<file path="src/rtl/swap_reg_file.sv">
// -----------------------------------------------------------------------------
// swap_reg_file
//   Single-write-port / single-read-port register file with a built-in swap
//   engine. A swap exchanges two entries over three rising edges using an
//   internal temporary register; the external write port is blocked while the
//   swap runs.
//
//   Parameters:
//     ADDR_WIDTH  address width, depth = 2**ADDR_WIDTH
//     DATA_WIDTH  entry width
//
//   Ports:
//     clk         clock, rising-edge
//     reset_n     asynchronous active-low reset
//     we          external write enable (honoured only in IDLE without swap)
//     address_w   external write address
//     data_w      external write data
//     address_r   read address
//     data_r      combinational read data, mem[address_r]
//     address_A   first swap address  (sampled on the swap start edge)
//     address_B   second swap address (sampled on the swap start edge)
//     swap        swap request, level-sampled in IDLE
//
//   Build option:
//     SWAP_REG_FILE_MEM_RESET_EN  when defined, reset_n also clears every
//                                 storage entry; otherwise the storage flops
//                                 have no reset.
//
//   state         | meaning
//   --------------+-----------------------------------------------------------
//   IDLE          | external writes accepted; swap=1 latches A/B and mem[A]
//   MOVE_B_TO_A   | mem[addr_a] <= mem[addr_b]
//   MOVE_TMP_TO_B | mem[addr_b] <= tmp, then back to IDLE
// -----------------------------------------------------------------------------
module swap_reg_file #(
    parameter int ADDR_WIDTH = 7,
    parameter int DATA_WIDTH = 8
) (
    input  logic                  clk,
    input  logic                  reset_n,
    input  logic                  we,
    input  logic [ADDR_WIDTH-1:0] address_w,
    input  logic [DATA_WIDTH-1:0] data_w,
    input  logic [ADDR_WIDTH-1:0] address_r,
    output logic [DATA_WIDTH-1:0] data_r,
    input  logic [ADDR_WIDTH-1:0] address_A,
    input  logic [ADDR_WIDTH-1:0] address_B,
    input  logic                  swap
);

    localparam int DEPTH = 1 << ADDR_WIDTH;

    typedef enum logic [1:0] {
        IDLE          = 2'd0,
        MOVE_B_TO_A   = 2'd1,
        MOVE_TMP_TO_B = 2'd2
    } state_t;

    state_t                r_state;
    state_t                w_state_nxt;

    logic [DATA_WIDTH-1:0] r_mem [DEPTH];
    logic [DATA_WIDTH-1:0] r_tmp;
    logic [ADDR_WIDTH-1:0] r_addr_a;
    logic [ADDR_WIDTH-1:0] r_addr_b;

    logic                  w_start;
    logic                  w_mem_we;
    logic [ADDR_WIDTH-1:0] w_mem_addr;
    logic [DATA_WIDTH-1:0] w_mem_din;

    // All memory updates funnel through one write port: the external port in
    // IDLE, or one of the two swap moves in the busy states. Swap wins over we.
    always_comb begin
        w_state_nxt = r_state;
        w_start     = 1'b0;
        w_mem_we    = 1'b0;
        w_mem_addr  = address_w;
        w_mem_din   = data_w;
        case (r_state)
            IDLE: begin
                if (swap) begin
                    w_start     = 1'b1;
                    w_state_nxt = MOVE_B_TO_A;
                end else if (we) begin
                    w_mem_we = 1'b1;
                end
            end
            MOVE_B_TO_A: begin
                w_mem_we    = 1'b1;
                w_mem_addr  = r_addr_a;
                w_mem_din   = r_mem[r_addr_b];
                w_state_nxt = MOVE_TMP_TO_B;
            end
            MOVE_TMP_TO_B: begin
                w_mem_we    = 1'b1;
                w_mem_addr  = r_addr_b;
                w_mem_din   = r_tmp;
                w_state_nxt = IDLE;
            end
            default: begin
                w_state_nxt = IDLE;
            end
        endcase
    end

    always_ff @(posedge clk or negedge reset_n) begin
        if (!reset_n) begin
            r_state <= IDLE;
        end else begin
            r_state <= w_state_nxt;
        end
    end

    // Swap operands are captured only on the start edge so later changes on
    // address_A/address_B cannot disturb an exchange in progress.
    always_ff @(posedge clk or negedge reset_n) begin
        if (!reset_n) begin
            r_tmp    <= '0;
            r_addr_a <= '0;
            r_addr_b <= '0;
        end else if (w_start) begin
            r_tmp    <= r_mem[address_A];
            r_addr_a <= address_A;
            r_addr_b <= address_B;
        end
    end

`ifdef SWAP_REG_FILE_MEM_RESET_EN
    always_ff @(posedge clk or negedge reset_n) begin
        if (!reset_n) begin
            for (int i = 0; i < DEPTH; i++) begin
                r_mem[i] <= '0;
            end
        end else if (w_mem_we) begin
            r_mem[w_mem_addr] <= w_mem_din;
        end
    end
`else
    always_ff @(posedge clk) begin
        if (w_mem_we) begin
            r_mem[w_mem_addr] <= w_mem_din;
        end
    end
`endif

    assign data_r = r_mem[address_r];

endmodule

</file>
<file path="config.mk">
export PLATFORM = sky130hd
export DESIGN_NAME = swap_reg_file
export DESIGN_NICKNAME = d
export VERILOG_FILES = /design/src/rtl/swap_reg_file.sv
export SDC_FILE = /design/constraint.sdc
export NUM_CORES = 2
export LEC_CHECK = 0
export CAP_MARGIN = 40
export CORE_UTILIZATION = 55
export DETAILED_ROUTE_END_ITERATION = 12
export GPL_TIMING_DRIVEN = 1
export PLACE_DENSITY_LB_ADDON = 0.08
export SLEW_MARGIN = 25
export SYNTH_ARGS = -nofsm -noshare
export SYNTH_HDL_FRONTEND = slang
export SYNTH_SLANG_ARGS = --single-unit
</file>
<file path="constraint.sdc">
create_clock -name clk -period 9.5 [get_ports clk]
set_input_delay 1.9 -clock clk [delete_from_list [all_inputs] [get_ports clk]]
set_output_delay 1.9 -clock clk [all_outputs]
set_load 0.05 [all_outputs]
</file>
# Yosys cells after proc, flatten, opt, wreduce, memory -nomap -nowiden
# Memories as Yosys holds them, arrays and structs flattened. A register that Yosys moved wholly into a read port is not among the register bits.
# Index checks and enable logic that the tools add are counted.
dict set report word_totals {
  reg_bits 16
  ram_bits 1024
  in_bits 40
  output_inout_bits 8
  wordCells 21
  mem_count 1
}
dict set report classes {
  eq_ne 3
  muxes 11
  n_reduce_logical 3
}
# memory depth word_bits read_ports rd_clocked_by_memory_dff write_ports line
set mem_list {}
lappend mem_list {r_mem 128 8 3 1 1 62} ;# logic [DATA_WIDTH-1:0] r_mem [DEPTH];
# cell count
set op_table {}
lappend op_table {{$pmux 8 s2} 1}
lappend op_table {{$pmux 7 s2} 1}
lappend op_table {{$mux 1} 6}
lappend op_table {{$pmux 2 s2} 1}
lappend op_table {{$eq 2x1->1 const B} 1}
lappend op_table {{$eq 2x2->1 const B} 1}
lappend op_table {{$logic_not 2->1} 1}
lappend op_table {{$mux 2} 1}
lappend op_table {{$ne 2x2->1 const B} 1}
lappend op_table {{$pmux 1 s2} 1}
lappend op_table {{$reduce_or 2->1} 1}
lappend op_table {{$logic_not 1->1} 1}

# Depth between registers and ports, before layout
dict set report logic_depth {
  word_depth 5
  depth_mapped 11
  mapped_depth_nobuf 8
}

# Worst setup path after synthesis
# No wires, ideal clock.
dict set report synth_timing {
  path_kind {register to register}
  from {register r_state[0]}
  to {memory r_mem[0][5], data pin}
  setup_ns 1.225
  arrival_time_ns 7.304
  t_required_ns 8.275
  setup_slack_ns 0.971
  path_stages_with_launch 10
  path_buffers 3
  period_less_slack_ns 8.529
  path_cell_list {dfrtp_1 inv_1 ha_1 clkbuf_1 buf_1 buf_1 nand3_1 o211ai_1 o2111ai_1 o31ai_1}
}
dict set report synth_via {
  elab_chain_len 2
  word_cells_on_any_way 3
  cone_classes {eq/ne (2); mux (1)}
}
# item line
set synth_lines {}
lappend synth_lines {{from (decl)} 59} ;# state_t r_state;
lappend synth_lines {{from (signal assigned)} 111} ;# r_state <= w_state_nxt;
lappend synth_lines {{$eq 2x2->1 / $eq 2x1->1 (equally long branches)} 80} ;# case (r_state)
lappend synth_lines {{$pmux 8 s2 (*)} 80}
lappend synth_lines {{via w_mem_din[5]} 70} ;# logic [DATA_WIDTH-1:0] w_mem_din;
lappend synth_lines {{to (decl)} 62}
# Mark *: on every way through the listed nets, which the timed path passes. The rest lies on a longest branch.

# Worst setup path in the final report
dict set report layout_timing {
  from {input port address_r[0]}
  to {output port data_r[5]}
}
dict set report layout_via {
  elab_chain_len 1
}
# item line
set layout_lines {}
lappend layout_lines {{from (decl)} 44} ;# input logic [ADDR_WIDTH-1:0] address_r,
lappend layout_lines {{$mem_v2 128x8} n/a}
lappend layout_lines {{to (decl)} 45} ;# output logic [DATA_WIDTH-1:0] data_r,
# No other way between the ends.

==> run metrics <==
Multi-input gate area=24800 um2; CTS buffer count=113; DPL Wire Length=150 mm; H-tree depth=3; Post-synth EDFFs=just over 1000; status=finished clean; hold slack=around 0.5 ns; Port Buffers=47; # setup viols final=0; minimum clock period=between 7 and 8 ns; Area Growth Syn to Fin=12.0%; Layout Skew=around 0.026 ns; Gate Count Post-Synth=3139; Avg WL per Cell=between 40 and 50 um; Reg area=31400 um2; most common cell after layout, fill and taps aside=edfxtp_1; Placer Congestion=0.995; pwr/cell area=301 nW/um2; Clock transition at path regs=0.06 ns; dpl cell area=roughly 60000 um2; Max FO, Critical Path=52; final worst-path cycle share=between 80 and 90%; final wirelength=215 mm; Setup TNS Final=0 ns; fraction of registers with async set/reset=2.29%; DRT Pass-1 Iters=6; initial antenna violation count=7; share of post-route cells with drive strength above 1=between 30% and 40%; FF+latch count, synth=1048; Worst-Skew Late Latency=0.73 ns; via count=37365; count of pins over their slew limit=0; DIE HEIGHT=325 um; Seq pwr share=between 30% and 40%; Core ar.=about 100000 um2; crit end category=output pin; Combinational Power Share=39.4%; # rows=118; synthesized cell area=57300 um2; # fillers=7352; Residual DRC=0; syn_nets=3184; most frequent cells in the layout=edfxtp_1, mux4_2, mux2i_1; Worst Hold Class=reg -> reg; Setup crit start kind=input pin; vias in the first global route=around 36000; TritonCTS clock tree=done; Main synth FF type=edfxtp_1; Synth Area per Inst=18.3 um2; Ys Warns=0; final core utilization=62.0%; Clock Power Share=23.3%; Seq/Total Area, Yosys=54.7%; Initial Util=a little under three fifths; DR vias/cell=7.91; final hold vios=0; Root Driver=clkbuf_16; CP Data Arrival Time=5.78 ns; Die W=325 um; setup bufs post-CTS=0; peak supply drop=0.335 mV; P_sw=between 7 and 8 mW; post-synth cell types=50; post-CTS sizing=0; Worst EP required=7.60 ns; slew of the pin with the lowest slew margin=1.15 ns; nets=3293; internal power=11.8 mW; # IOs=48; total global routing overflow=0; die area=about 110000 um2; Clock Tree Buf Depth=3; largest net degree at the start of global routing=99; highest clock rate=130 MHz; Switching Share=39.0%; leakage power=20.5 nW; first-pass GRT wire length=296 mm; Final ANT Viol Nets=0; design area=64200 um2; GRT Util Overall=~41%; RSZ-0062 raised after global routing=false; Num Clock Sinks=approximately 1000; Max Cap Viol=0; Setup Crit Path Kind=in -> out; cts hold-fix bufs=0; Slew HR=23.6%; DR iter-0 viols=6614
-- final timing paths --
path | depth (start not counted) | slack (ns) | endpoint | start
min | 1 | 0.50 | r_addr_a[4] | r_addr_a[4]
min reg2reg | 1 | 0.50 | r_addr_a[4] | r_addr_a[4]
max | 7 | 1.82 | data_r[5] | address_r[0]
max reg2reg | 10 | 3.82 | r_mem[36][6] | r_addr_b[1]
min in group asynchronous | 2 | 1.59 | r_addr_b[1] | reset_n
max in group asynchronous | 2 | 7.57 | r_addr_a[2] | reset_n
-- cells in the mapped netlist (all sizes together), types with 19 or more instances --
library cell | instances | area share (%)
nor3 | 34 | 0.30
nor2 | 187 | 1.2
edfxtp | 1024 | 54
a22oi | 36 | 0.47
dfrtp | 24 | 1.0
mux2 | 19 | 0.37
buf | 157 | 1.5
nor4 | 22 | 0.24
clkbuf | 124 | 0.81
mux2i | 221 | 3.9
mux4 | 799 | 31
nand2 | 95 | 0.62
o22ai | 87 | 0.95
o21ai | 82 | 0.72
nand4 | 37 | 0.40
-- per-layer routing --
metal,global-route usage (%),wire length (um),vias to the layer above
li1,-,-,13958
met1,57.7,77600,19990
met2,60.7,97600,2988
met3,11.5,28500,425
met4,17.7,10900,4
met5,0,25,-
-- flip-flops by register name (all words and copies together) (netlist names) --
register / flops
r_mem: 1024
r_state: 2
r_tmp: 8
r_addr_b: 7
r_addr_a: 7
-- stage by stage --
step | std cells | power [mW] | setup slack [ns]
6_report | 4723 | 19.3 | 1.82
5_1_grt | 4722 | 19.7 | 1.75
4_1_cts | 4699 | 19.0 | 1.91
3_5_place_dp | 4490 | 14.6 | 1.92
3_3_place_gp | 4392 | 14.3 | 1.85
2_1_floorplan | 3139 | 11.6 | 0.971
-- cells by family (layout without fill, tap and decap cells) --
group	after synthesis	in the layout	synth area share, %
DFF	1048	1048	54.7
muxes	1039	1039	35.6
and+or+nand+nor	460	460	3.74
AOI/OAI and AO/OA	301	301	3.46
buffers and inverters	286	489	2.39
adders and majority gates	5	5	0.109
other	0	1	0
-- critical path, cell delays in order --
cell,delay [ns]
buf_8,0.47
buf_12,0.39
mux4_2,0.56
mux4_2,0.58
o22ai_1,0.69
nor4_1,0.20
clkdlybuf4s50_1,0.76
-- power groups by stage --
stage                     combinational, mW  sequential (mW)  clock [mW]
after detailed placement               7.30             7.32           0
after global placement                 7.02             7.30           0
final                                  7.61             7.22        4.50
after global routing                   7.75             7.24        4.67
after CTS                              7.31             7.22        4.51
after floorplan                        4.06             7.59           0
-- layout make-up --
cell class / instances / area share, %
Antenna cell: 1 / 0.00390
Clock buffer: 139 / 4.75
Clock inverter: 70 / 1.06
Inverter: 5 / 0.0292
Multi-Input combinational cell: 1805 / 38.7
Sequential cell: 1048 / 48.9
Tap cell: 1380 / 2.69
Timing Repair Buffer: 275 / 3.95
(Power assumes the default switching activity.)
